--- src/rtl/probe_tx_scheduler_pkg.sv ---
// Probe TX scheduler shared definitions.
// FSM states, default frame header constants and field offsets.
package probe_tx_scheduler_pkg;

  typedef enum logic [2:0] {
    IDLE,
    WAIT,
    REQ,
    SEND,
    GAP
  } state_t;

  localparam logic [47:0] DEF_SRC_MAC   = 48'h004e46324300;
  localparam logic [47:0] DEF_DST_MAC   = 48'hFFFFFFFFFFFF;
  localparam logic [15:0] DEF_ETHERTYPE = 16'h88B5;

  localparam int OFS_SEQ = 14;
  localparam int OFS_TS  = 18;
  localparam int OFS_PAD = 22;

  localparam int IDX_W = 11;

endpackage

--- src/rtl/probe_byte_mux.sv ---
// Probe frame byte selector.
// Maps a byte index to header, sequence, timestamp or pad data.
module probe_byte_mux
  import probe_tx_scheduler_pkg::*;
#(
  parameter logic [47:0] SRC_MAC   = DEF_SRC_MAC,
  parameter logic [47:0] DST_MAC   = DEF_DST_MAC,
  parameter logic [15:0] ETHERTYPE = DEF_ETHERTYPE
) (
  input  logic [IDX_W-1:0] idx,
  input  logic [31:0]      seq,
  input  logic [31:0]      ts,
  output logic [7:0]       data
);

  int i;

  // Select the byte for the current index, MSB first per field.
  always_comb begin
    data = 8'h00;
    i = int'(idx);
    unique case (1'b1)
      i inside {[0:5]}:
        data = DST_MAC[8*(5-i) +: 8];
      i inside {[6:11]}:
        data = SRC_MAC[8*(11-i) +: 8];
      i inside {[12:OFS_SEQ-1]}:
        data = ETHERTYPE[8*(OFS_SEQ-1-i) +: 8];
      i inside {[OFS_SEQ:OFS_TS-1]}:
        data = seq[8*(OFS_TS-1-i) +: 8];
      i inside {[OFS_TS:OFS_PAD-1]}:
        data = ts[8*(OFS_PAD-1-i) +: 8];
      default:
        data = 8'h00;
    endcase
  end

endmodule

--- src/rtl/probe_tx_scheduler.sv ---
// Periodic probe frame scheduler feeding a byte-wide MAC.
// Sequences header, seq number and tx timestamp with paced gaps.
module probe_tx_scheduler
  import probe_tx_scheduler_pkg::*;
#(
  parameter logic [47:0] SRC_MAC   = DEF_SRC_MAC,
  parameter logic [47:0] DST_MAC   = DEF_DST_MAC,
  parameter logic [15:0] ETHERTYPE = DEF_ETHERTYPE,
  parameter int          FRAME_LEN = 60,
  parameter int          MIN_GAP   = 12,
  parameter logic [31:0] TS_INIT   = 32'h0
) (
  input  logic        tx_clk,
  input  logic        reset,
  input  logic        enable,
  input  logic [31:0] interval,
  input  logic [15:0] frame_limit,
  output logic        conf_tx_en,
  output logic        conf_tx_jumbo_en,
  output logic        conf_tx_no_gen_crc,
  output logic [7:0]  mac_tx_data,
  output logic        mac_tx_dvld,
  input  logic        mac_tx_ack,
  output logic [31:0] seq_num,
  output logic [31:0] timestamp,
  output logic        busy
);

  state_t state, state_nx;

  logic [IDX_W-1:0] idx;
  logic [31:0]      per;
  logic [15:0]      gap_cnt;
  logic [31:0]      ts_lat;
  logic [15:0]      sent;
  logic             en_q;
  logic             fresh;
  logic [7:0]       mux_data;

  logic        rise;
  logic [15:0] sent_eff;
  logic        limit_hit;
  logic        can_go;
  logic        per_zero;
  logic        last_byte;
  logic        gap_done;
  logic        start;

  assign rise      = enable & ~en_q;
  assign sent_eff  = rise ? 16'd0 : sent;
  assign limit_hit = (frame_limit != 16'd0) &&
                     (sent_eff >= frame_limit);
  assign can_go    = enable & ~limit_hit;
  assign per_zero  = (per == 32'd0);
  assign last_byte = (idx == IDX_W'(FRAME_LEN-1));
  assign gap_done  = (gap_cnt == 16'(MIN_GAP-1));
  assign start     = (state_nx == REQ) && (state != REQ);

  assign conf_tx_jumbo_en   = 1'b0;
  assign conf_tx_no_gen_crc = 1'b0;
  assign busy               = mac_tx_dvld;
  assign mac_tx_data        = mac_tx_dvld ? mux_data : 8'h00;

  // Next-state decode for frame pacing.
  always_comb begin
    state_nx = state;
    unique case (state)
      IDLE: if (can_go) state_nx = REQ;
      WAIT: begin
        if (!can_go)       state_nx = IDLE;
        else if (per_zero) state_nx = REQ;
      end
      REQ:  if (mac_tx_ack) state_nx = SEND;
      SEND: if (last_byte)  state_nx = GAP;
      GAP: begin
        if (gap_done) begin
          if (!can_go)       state_nx = IDLE;
          else if (per_zero) state_nx = REQ;
          else               state_nx = WAIT;
        end
      end
      default: state_nx = IDLE;
    endcase
  end

  // State, counters and per-frame latches.
  always_ff @(posedge tx_clk) begin
    if (reset) begin
      state       <= IDLE;
      idx         <= '0;
      per         <= 32'd0;
      gap_cnt     <= 16'd0;
      ts_lat      <= 32'd0;
      seq_num     <= 32'd0;
      sent        <= 16'd0;
      en_q        <= 1'b0;
      fresh       <= 1'b1;
      timestamp   <= TS_INIT;
      conf_tx_en  <= 1'b0;
      mac_tx_dvld <= 1'b0;
    end else begin
      state       <= state_nx;
      conf_tx_en  <= 1'b1;
      timestamp   <= timestamp + 32'd1;
      en_q        <= enable;
      mac_tx_dvld <= (state_nx == REQ) ||
                     (state_nx == SEND);
      gap_cnt     <= (state == GAP) ?
                     gap_cnt + 16'd1 : 16'd0;

      if (start)
        per <= per_zero_load(interval);
      else if (!per_zero)
        per <= per - 32'd1;

      if (rise) begin
        sent  <= 16'd0;
        fresh <= 1'b1;
      end

      if (start) begin
        seq_num <= (fresh | rise) ?
                   32'd0 : seq_num + 32'd1;
        fresh   <= 1'b0;
        sent    <= sent_eff + 16'd1;
        ts_lat  <= timestamp + 32'd1;
        idx     <= '0;
      end else if (state == REQ && mac_tx_ack) begin
        idx <= IDX_W'(1);
      end else if (state == SEND && !last_byte) begin
        idx <= idx + IDX_W'(1);
      end
    end
  end

  function automatic logic [31:0] per_zero_load(
    input logic [31:0] ivl
  );
    return (ivl == 32'd0) ? 32'd0 : ivl - 32'd1;
  endfunction

  probe_byte_mux #(
    .SRC_MAC   (SRC_MAC),
    .DST_MAC   (DST_MAC),
    .ETHERTYPE (ETHERTYPE)
  ) u_mux (
    .idx  (idx),
    .seq  (seq_num),
    .ts   (ts_lat),
    .data (mux_data)
  );

endmodule
--- config.mk ---
export PLATFORM = sky130hd
export DESIGN_NAME = probe_tx_scheduler
export DESIGN_NICKNAME = d
export VERILOG_FILES = /design/src/rtl/probe_tx_scheduler_pkg.sv /design/src/rtl/probe_byte_mux.sv /design/src/rtl/probe_tx_scheduler.sv
export SDC_FILE = /design/constraint.sdc
export NUM_CORES = 1
export LEC_CHECK = 0
export ABC_AREA = 0
export BUFFER_PORTS_ARGS = -buffer_cell sky130_fd_sc_hd__buf_4
export CORE_MARGIN = 3
export CORE_UTILIZATION = 55
export DETAILED_ROUTE_END_ITERATION = 10
export PLACE_DENSITY = 0.76
export SETUP_SLACK_MARGIN = 0.02
export SYNTH_ARGS = -nofsm -noshare
export SYNTH_HDL_FRONTEND = slang
export SYNTH_HIERARCHICAL = 1
export SYNTH_SLANG_ARGS = --single-unit
--- constraint.sdc ---
create_clock -name tx_clk -period 8.25 [get_ports tx_clk]
set_input_delay 1.65 -clock tx_clk [delete_from_list [all_inputs] [get_ports tx_clk]]
set_output_delay 1.65 -clock tx_clk [all_outputs]
set_load 0.01 [all_outputs]
Word level (Yosys, flattened, before mapping). Index checks and enable logic that the tools add are counted.

ROM bits: 0. Bits in writable memories: 0. Input port bits: 52. Latch bits: 0. Logic and storage cells: 99. Register bits after elaboration: 178. Memories: 0.

Reductions and logical operators: 20. Shift operators: 5. Magnitude comparators: 11. Div/mod/pow operators: 0. Multiply operators: 0. Muxes and demuxes: 22. Bitwise gates (word level): 6. Equal/unequal tests: 10. $add $sub $neg: 12.

Operator list (number): 32-bit 2-to-1 mux (4); 48-bit by 32-bit variable part select with 8-bit output (first input constant) (2); 32-bit by 1-bit adder with 32-bit output (second input constant) (2); 32-bit logical NOT (2); 32-bit by 32-bit variable part select with 8-bit output (2); 32-bit by 1-bit subtractor with 32-bit output (second input constant) (2); 8-bit one-hot mux with 5 select lines (1); 16-bit by 1-bit adder with 16-bit output (second input constant) (2); 16-bit 2-to-1 mux (2); 16-bit by 32-bit variable part select with 8-bit output (first input constant) (1); 4-bit by 11-bit subtractor with 12-bit output (first input constant) (2); 5-bit by 11-bit subtractor with 12-bit output (first input constant) (2); 11-bit by 4-bit greater-or-equal comparator with 1-bit output (second input constant) (2); 11-bit by 4-bit less-or-equal comparator with 1-bit output (second input constant) (2); 11-bit by 5-bit less-or-equal comparator with 1-bit output (second input constant) (2); 3-bit 2-to-1 mux (6); 16-bit by 4-bit equality test with 1-bit output (second input constant) (1); 16-bit greater-or-equal comparator (1); 16-bit nonzero test (1); 3-bit one-hot mux with 5 select lines (1); 3-bit by 2-bit equality test with 1-bit output (second input constant) (4); 3-bit by 11-bit subtractor with 12-bit output (first input constant) (1); 11-bit by 1-bit adder with 11-bit output (second input constant) (1); 11-bit by 6-bit equality test with 1-bit output (second input constant) (1); other kinds (21) (39).

Longest topological paths before layout. Gate-level depths: netlist of run 1.

Depth after elaboration: 13. Gate-level depth with buffers: 15.

Hierarchy. Netlist of run 1, hierarchy kept.

Modules (own cells, without submodules): probe_tx_scheduler (seq. area each 3563.4 µm², times used 1, area each 9301.4 µm², cells an instance 1122); probe_byte_mux (seq. area each 0.0 µm², times used 1, area each 1044.8 µm², cells an instance 108).

Worst setup path before layout of run 1. Ideal clock, no wire load.

Path type: input-to-reg. From: in enable. To: reg sent[13]. Stages on the path: 13. Arrival time: 4.356 ns. Buffers on the path: 3. Slack: 3.767 ns. Setup time: 0.128 ns. Required time: 8.122 ns. Path through: nand2b_1 > clkbuf_1 > clkbuf_1 > and2_1 > ha_1 > nand4_1 > nor4_1 > a41oi_1 > a31oi_1 > clkbuf_1 > nor4b_2 > xnor2_1 > nor2_1.

Cells in the longest elaborated chain, start to end: 12.

Ends and longest elaborated chain: from (decl) (line probe_tx_scheduler.sv:15) `input logic enable,`; 1-bit bitwise AND (line probe_tx_scheduler.sv:49) `assign rise = enable & ~en_q;`; 16-bit 2-to-1 mux; 16-bit greater-or-equal comparator (line probe_tx_scheduler.sv:52) `(sent_eff >= frame_limit);`; 1-bit logical AND (line probe_tx_scheduler.sv:51) `assign limit_hit = (frame_limit != 16'd0) &&`; 1-bit inverter (line probe_tx_scheduler.sv:53) `assign can_go = enable & ~limit_hit;`; 1-bit bitwise AND (line probe_tx_scheduler.sv:53); 2-bit 2-to-1 mux (line probe_tx_scheduler.sv:77) `if (!can_go) state_nx = IDLE;`; 3-bit 2-to-1 mux (line probe_tx_scheduler.sv:76) `if (gap_done) begin`; 3-bit one-hot mux with 5 select lines (line probe_tx_scheduler.sv:67) `unique case (state)`; 3-bit by 2-bit equality test with 1-bit output (line probe_tx_scheduler.sv:57) `assign start = (state_nx == REQ) && (state != REQ);`; 1-bit logical AND (line probe_tx_scheduler.sv:57); 16-bit 2-to-1 mux * (line probe_tx_scheduler.sv:121) `if (start) begin`; to (signal assigned) (line probe_tx_scheduler.sv:125) `sent <= sent_eff + 16'd1;`; to (decl) (line probe_tx_scheduler.sv:35) `logic [15:0] sent;`.

Mark *: on every way between the ends. The rest lies on a longest branch, timed or not. A chain may end at the register's enable or synchronous reset.

Final worst setup path of run 1.
From: in enable. To: reg ts_lat[27].

Cells in the longest elaborated chain, start to end: 11.

Ends and longest elaborated chain: 1-bit bitwise AND (line probe_tx_scheduler.sv:49); 16-bit 2-to-1 mux; 16-bit greater-or-equal comparator (line probe_tx_scheduler.sv:52); 1-bit logical AND (line probe_tx_scheduler.sv:51); 1-bit inverter (line probe_tx_scheduler.sv:53); 1-bit bitwise AND * (line probe_tx_scheduler.sv:53); 2-bit 2-to-1 mux (line probe_tx_scheduler.sv:77); 3-bit 2-to-1 mux (line probe_tx_scheduler.sv:76); 3-bit one-hot mux with 5 select lines * (line probe_tx_scheduler.sv:67); 3-bit by 2-bit equality test with 1-bit output * (line probe_tx_scheduler.sv:57); 1-bit logical AND * (line probe_tx_scheduler.sv:57); to (signal assigned) (line probe_tx_scheduler.sv:126) `ts_lat <= timestamp + 32'd1;`; to (decl) (line probe_tx_scheduler.sv:34) `logic [31:0] ts_lat;`.

Marks and branches as above.

==> results of run 1 <==
[path summary, 6_finish.rpt]
kind | slack [ns] | to | from | cells past startpoint
worst max-delay path | 2.67 | ts_lat[27]$_SDFFE_PP0N_ | enable | 13
worst min-delay path | 0.46 | ts_lat[1]$_SDFFE_PP0N_ | ts_lat[1]$_SDFFE_PP0N_ | 2
worst max register to register | 3.63 | ts_lat[27]$_SDFFE_PP0N_ | en_q$_SDFF_PP0_ | 11
worst min register to register | 0.46 | ts_lat[1]$_SDFFE_PP0N_ | ts_lat[1]$_SDFFE_PP0N_ | 2
[state kept, by name, summed over array words and instances (netlist names)]
register,count
ts_lat,32
fresh,1
sent,16
conf_tx_en,1
busy,1
gap_cnt,16
idx,11
seq_num,32
state,3
en_q,1
per,32
timestamp,32
[stage by stage]
stage / utilization (%) / cells / instance area, µm² / setup WS, ns
final: 65.71 / 1568 / 11970 / 2.673
after global routing: 65.71 / 1568 / 11970 / 2.324
after CTS: 65.71 / 1568 / 11970 / 2.752
after detailed placement: 62.65 / 1536 / 11410 / 2.312
after global placement: 62.65 / 1536 / 11410 / 2.464
after floorplan: - / 1231 / 10350 / 3.767
[worst reg2reg max path: stages, from the launching register on]
cell and delay (ns):
dfxtp_1 0.31, nand2b_1 0.46, and2_1 0.36, ha_1 0.29, a21oi_1 0.14, o21ai_0 0.11
a221oi_1 0.56, a31oi_4 0.53, nor2_4 0.89, buf_4 0.54, nor2_1 0.10, a211oi_1 0.24
[power by group]
group	internal, mW	switching (mW)	total, mW
clock	0.403	0.360	0.764
sequential	0.900	0.0387	0.938
combinational	0.128	0.181	0.309
[per-layer routing]
| metal | global-route usage, % | part of all wire [%] |
|---|---|---|
| met5 | 0 | 0 |
| met4 | 8.604 | 2.4 |
| met3 | 5.559 | 5.9 |
| met2 | 44.07 | 50 |
| met1 | 32.77 | 42 |
[area by class of cell]
cell class | count | area, µm²
repair buffers | 135 | 1013
well taps | 229 | 286.5
fillers | 1539 | 6243
clock inverters | 14 | 118.9
flip-flops and latches | 178 | 3563
inverters | 56 | 210.2
multi-input cells | 938 | 6334
clock buffers | 18 | 439.2
[placed cells by master, fill, tap and decap left out, types with 17 or more instances in the layout]
cell       Yosys  layout
a21oi_1       60      59
and2_1        18      18
inv_1         55      55
buf_4          7     135
a211oi_1      18      18
o21ai_0       23      22
ha_1          31      31
clkbuf_16      0      17
and3_1        17      17
nand2_1       96      96
xor2_1        61      61
nor2_1       145     144
o22a_1        20      20
nand4_1       27      27
nor3_1        43      43
xnor2_1       62      62
nor4_1        31      31
nand3_1       89      89
dfxtp_1      178     178
[logic make-up (layout without fill, tap and decap cells)]
logic type / Yosys count / in the layout / synth area share, %
xor gates and xnor gates: 124 / 124 / 10.57
and+or+nand+nor: 573 / 573 / 29.94
muxes: 24 / 24 / 4.269
other: 1 / 2 / 0.03625
AOI/OAI and AO/OA: 184 / 184 / 12.29
buffers and inverters: 115 / 223 / 4.704
DFF: 178 / 178 / 34.44
adders and majority gates: 31 / 31 / 3.749
==> flow_metrics.env, run 1 <==
export IMPL_cpMostUsedCell="buf_4"
export IMPL_synth_top_cell_area_share_pct=34.44
export IMPL_fmax_ghz=0.1793
export IMPL_grt_pass1_vias=8668
export IMPL_clk_insertion_delay_late_ns=0.43
export IMPL_leakage_nw=4.588
export IMPL_gp_congestion=0.8716
export IMPL_worstPathArrival_ns=5.91
export IMPL_setup_viol=0
export IMPL_dp_hpwl_um=19560
export IMPL_synth_area_top_cells="dfxtp_1 34%, nor2_1 5.3%, xnor2_1 5.2%, xor2_1 5.2%, nand3_1 4.3%"
export IMPL_syn_to_final_growth_pct=15.65
export IMPL_ios=129
export IMPL_grt_setup_unrepaired="false"
export IMPL_max_slew_margin_pct=17.01
export IMPL_skew_ns=0.01253
export IMPL_synth_distinct_cells=80
export IMPL_holdBufCountCts=0
export IMPL_crit_chain="buf_4, nand2b_1, nand2_1, inv_1, ha_1, a21oi_1, o21ai_0, a221oi_1, a31oi_4, nor2_4, buf_4, nor2_1, a211oi_1"
export IMPL_ys_flop_type="dfxtp_1"
export IMPL_detail_route_iter0_violations=568
export IMPL_drive_above_1_share_pct=17.85
export IMPL_power_mw=2.011
export IMPL_drcViolationCount=0
export IMPL_rows=49
export IMPL_grt_use_total_pct=25.91
export IMPL_port_buffers=126
export IMPL_yosys_warnings=6
export IMPL_synthTopCellsByCount="178 x dfxtp_1, 145 x nor2_1, 96 x nand2_1, 89 x nand3_1, 62 x xnor2_1"
export IMPL_drt_wl_total_um=26580
export IMPL_hold_worst_slack_ns=0.4648
export IMPL_start_util_pct=56.82
export IMPL_cts_tree="yes"
export IMPL_netlist_area_um2=10350
export IMPL_cts_sinks=178
export IMPL_end_kind="flip-flop"
export IMPL_synth_most_common_cell="dfxtp_1"
export IMPL_cts_resized=0
export IMPL_power_density_nw_per_um2=168.1
export IMPL_cts_root_buf="clkbuf_16"
export IMPL_path_buf_inv=3
export IMPL_hold_path_class="reg -> reg"
export IMPL_slowest_delay_ns=0.88
export IMPL_cap_violations=0
export IMPL_grt_antenna_before_repair=0
export IMPL_ys_seq_area_share_pct=34.44
export IMPL_cts_setup_buffers=0
export IMPL_period_minus_slack_ns=5.577
export IMPL_syn_inst=1230
export IMPL_dieArea_um2=20490
export IMPL_outcome="completed"
export IMPL_grt_max_degree=69
export IMPL_crit_family="simple AND/OR/NAND/NOR gates"
export IMPL_avgViaCountPerCell=5.995
export IMPL_cp_required_ns=8.59
export IMPL_nNetsFinal=1409
export IMPL_cp_start_kind="input port"
export IMPL_worst_path_max_fanout=44
export IMPL_core_area_um2=18210
export IMPL_cts_buffer_depth=2
export IMPL_fin_tns_setup_ns=0
export IMPL_tightest_slew_ns=1.234
export IMPL_vdd_drop_max_v=0.0001503
export IMPL_die_y_um=143.2
export IMPL_worstSetupPathType="in -> reg"
export IMPL_fp_dieW_um=143.2
export IMPL_routedWlPerCell_um=16.95
export IMPL_ys_async_sr_fraction_pct=0
export IMPL_synth_seq_cells=178
export IMPL_num_vias=9400
export IMPL_min_period_over_period_pct=67.60
export IMPL_drtPass1Iterations=7
export IMPL_synth_top_area_cell="dfxtp_1"
export IMPL_syn_area_per_cell_um2=8.412
export IMPL_antenna_cells=0
export IMPL_hold_viol=0
export IMPL_h_tree_depth=4
export IMPL_final_antenna_net_count=0
export IMPL_report_final_slew_viol_count=0
export IMPL_slowest_stage="nor2_4"
export IMPL_synth_edf_count=0
export IMPL_grt_pass1_wl_um=43150
export IMPL_grt_overflow=0
export IMPL_cts_made_buffers=17
export IMPL_clk_pin_slew_worst_paths_ns=0.07
Note: power is estimated with default switching activity, not from simulation.
==> inputs of run 2 (changes only) <==
==> constraint.sdc (replaced) <==
create_clock -name tx_clk -period 5.3 [get_ports tx_clk]
set_input_delay 1.06 -clock tx_clk [delete_from_list [all_inputs] [get_ports tx_clk]]
set_output_delay 1.06 -clock tx_clk [all_outputs]
set_load 0.01 [all_outputs]
==> flow_metrics.env, run 2 (synthesized netlist as in run 1, its figures left out) <==
export IMPL_holdPathStages=1
export IMPL_drtPass1Iterations=5
export IMPL_grt_pass1_wl_um=43850
export IMPL_p_clk_share_pct=38.6
export IMPL_path_buf_inv=2
export IMPL_worst_path_max_fanout=16
export IMPL_cap_violations=0
export IMPL_hold_path_class="reg -> reg"
export IMPL_grt_max_degree=82
export IMPL_crit_start="idx[2]$_SDFFE_PP0P_"
export IMPL_end_kind="output port"
export IMPL_internal_power_mw=2.245
export IMPL_skew_ns=0.01675
export IMPL_vdd_drop_max_v=0.0002451
export IMPL_cts_made_buffers=17
export IMPL_nNetsFinal=1414
export IMPL_cts_root_buf="clkbuf_16"
export IMPL_multi_input_area_um2=6334
export IMPL_period_minus_slack_ns=4.246
export IMPL_grt_use_total_pct=26.30
export IMPL_min_period_over_period_pct=80.12
export IMPL_final_common_cell="dfxtp_1"
export IMPL_mostFrequentLayoutCells="178 x dfxtp_1, 144 x nor2_1, 139 x buf_4"
export IMPL_start_util_pct=56.82
export IMPL_seq_area_um2=3563
export IMPL_outcome="completed"
export IMPL_reg2reg_setup_slack_ns=1.45
export IMPL_cp_required_ns=4.24
export IMPL_fmax_ghz=0.2355
export IMPL_fp_dieW_um=143.2
export IMPL_routedWlPerCell_um=17.20
export IMPL_slowest_stage="dfxtp_1"
export IMPL_num_vias=9392
export IMPL_dieArea_um2=20490
export IMPL_power_density_nw_per_um2=264.1
export IMPL_holdBufCountCts=0
export IMPL_avgViaCountPerCell=5.971
export IMPL_tightest_slew_ns=1.093
export IMPL_cts_resized=0
export IMPL_core_area_um2=18210
export IMPL_cts_tree="yes"
export IMPL_syn_to_final_growth_pct=16.31
export IMPL_r2r_start="en_q$_SDFF_PP0_"
export IMPL_p_sw_mw=0.9329
export IMPL_reg2reg_depth=11
export IMPL_hold_worst_slack_ns=0.4699
export IMPL_fillCellCount=1533
export IMPL_clk_insertion_delay_late_ns=0.44
export IMPL_rows=49
export IMPL_grt_antenna_before_repair=0
export IMPL_drive_above_1_share_pct=18.15
export IMPL_crit_chain="inv_1, ha_1, nand2_1, a2111oi_4, a21oi_2, a21o_2, o221ai_1, and2_1, buf_4"
export IMPL_hold_viol=0
export IMPL_cts_buffer_depth=2
export IMPL_grt_overflow=0
export IMPL_max_slew_margin_pct=26.60
export IMPL_clk_pin_slew_worst_paths_ns=0.07
export IMPL_comb_power_share_pct=15.4
export IMPL_worstPathArrival_ns=3.19
export IMPL_detail_route_iter0_violations=619
export IMPL_ios=129
export IMPL_setup_viol=0
export IMPL_gp_congestion=0.9104
export IMPL_dp_hpwl_um=19770
export IMPL_cp_start_kind="flip-flop"
export IMPL_grt_setup_unrepaired="false"
export IMPL_worstSetupPathType="reg -> out"
export IMPL_seq_power_share_pct=46.1
export IMPL_antenna_cells=0
export IMPL_grt_pass1_vias=8867
export IMPL_leakage_nw=4.618
export IMPL_cts_setup_buffers=0
export IMPL_hold_start="gap_cnt[0]$_SDFF_PP0_"
export IMPL_cts_sinks=178
export IMPL_whs_endpoint="gap_cnt[0]$_SDFF_PP0_"
export IMPL_crit_family="compound AO/OA/AOI/OAI gates"
export IMPL_fin_tns_setup_ns=0
export IMPL_h_tree_depth=4
export IMPL_slowest_delay_ns=0.72
export IMPL_die_y_um=143.2
export IMPL_drt_wl_total_um=27060
export IMPL_final_antenna_net_count=0
export IMPL_r2r_end="seq_num[27]$_SDFFE_PP0N_"
export IMPL_drcViolationCount=0
export IMPL_report_final_slew_viol_count=0
export IMPL_p_sw_share_pct=29.36
export IMPL_port_buffers=126
run 2: how the worst max path moves through the flow:
stage | end | cells past startpoint
3_5_place_dp | seq_num[27]$_SDFFE_PP0N_ | 12
4_1_cts | mac_tx_data[5] | 9
2_1_floorplan | sent[13]$_SDFF_PP0_ | 13
3_3_place_gp | seq_num[27]$_SDFFE_PP0N_ | 12
6_report | mac_tx_data[2] | 9
5_1_grt | seq_num[27]$_SDFFE_PP0N_ | 12
run 2: layout make-up:
class	instances	share of cell area, %
Multi-Input combinational cell	938	52.63
Sequential cell	178	29.61
Timing Repair Buffer	140	8.838
Clock buffer	18	3.649
Tap cell	229	2.381
Inverter	56	1.747
Clock inverter	14	1.144
run 2: power by group through the flow:
stage | Clock, mW | Sequential [mW] | Combinational (mW)
after CTS | 1.25 | 1.46 | 0.485
after detailed placement | 0 | 1.49 | 0.482
after global placement | 0 | 1.49 | 0.474
after global routing | 1.30 | 1.47 | 0.537
final | 1.23 | 1.46 | 0.488
after floorplan | 0 | 1.47 | 0.346
run 2: metal layers:
layer  GRT usage (%)  share of wire (%)  vias up
met4           8.104                1.9        0
met1           33.39                 43     4421
li1                -                  -     4631
met5               0                  0        -
met3           4.789                5.2       38
met2           45.52                 50      302
run 2: metrics by stage:
step / utilization [%] / instance area (µm²) / setup WS [ns] / power (mW) / cells
floorplan: - / 10350 / 1.407 / 1.819 / 1231
global placement: 62.92 / 11460 / 0.8616 / 1.964 / 1541
detailed placement: 62.92 / 11460 / 0.7503 / 1.974 / 1541
CTS: 66.09 / 12030 / 1.101 / 3.193 / 1573
global route: 66.09 / 12030 / 0.7928 / 3.309 / 1573
finish: 66.09 / 12030 / 1.054 / 3.178 / 1573
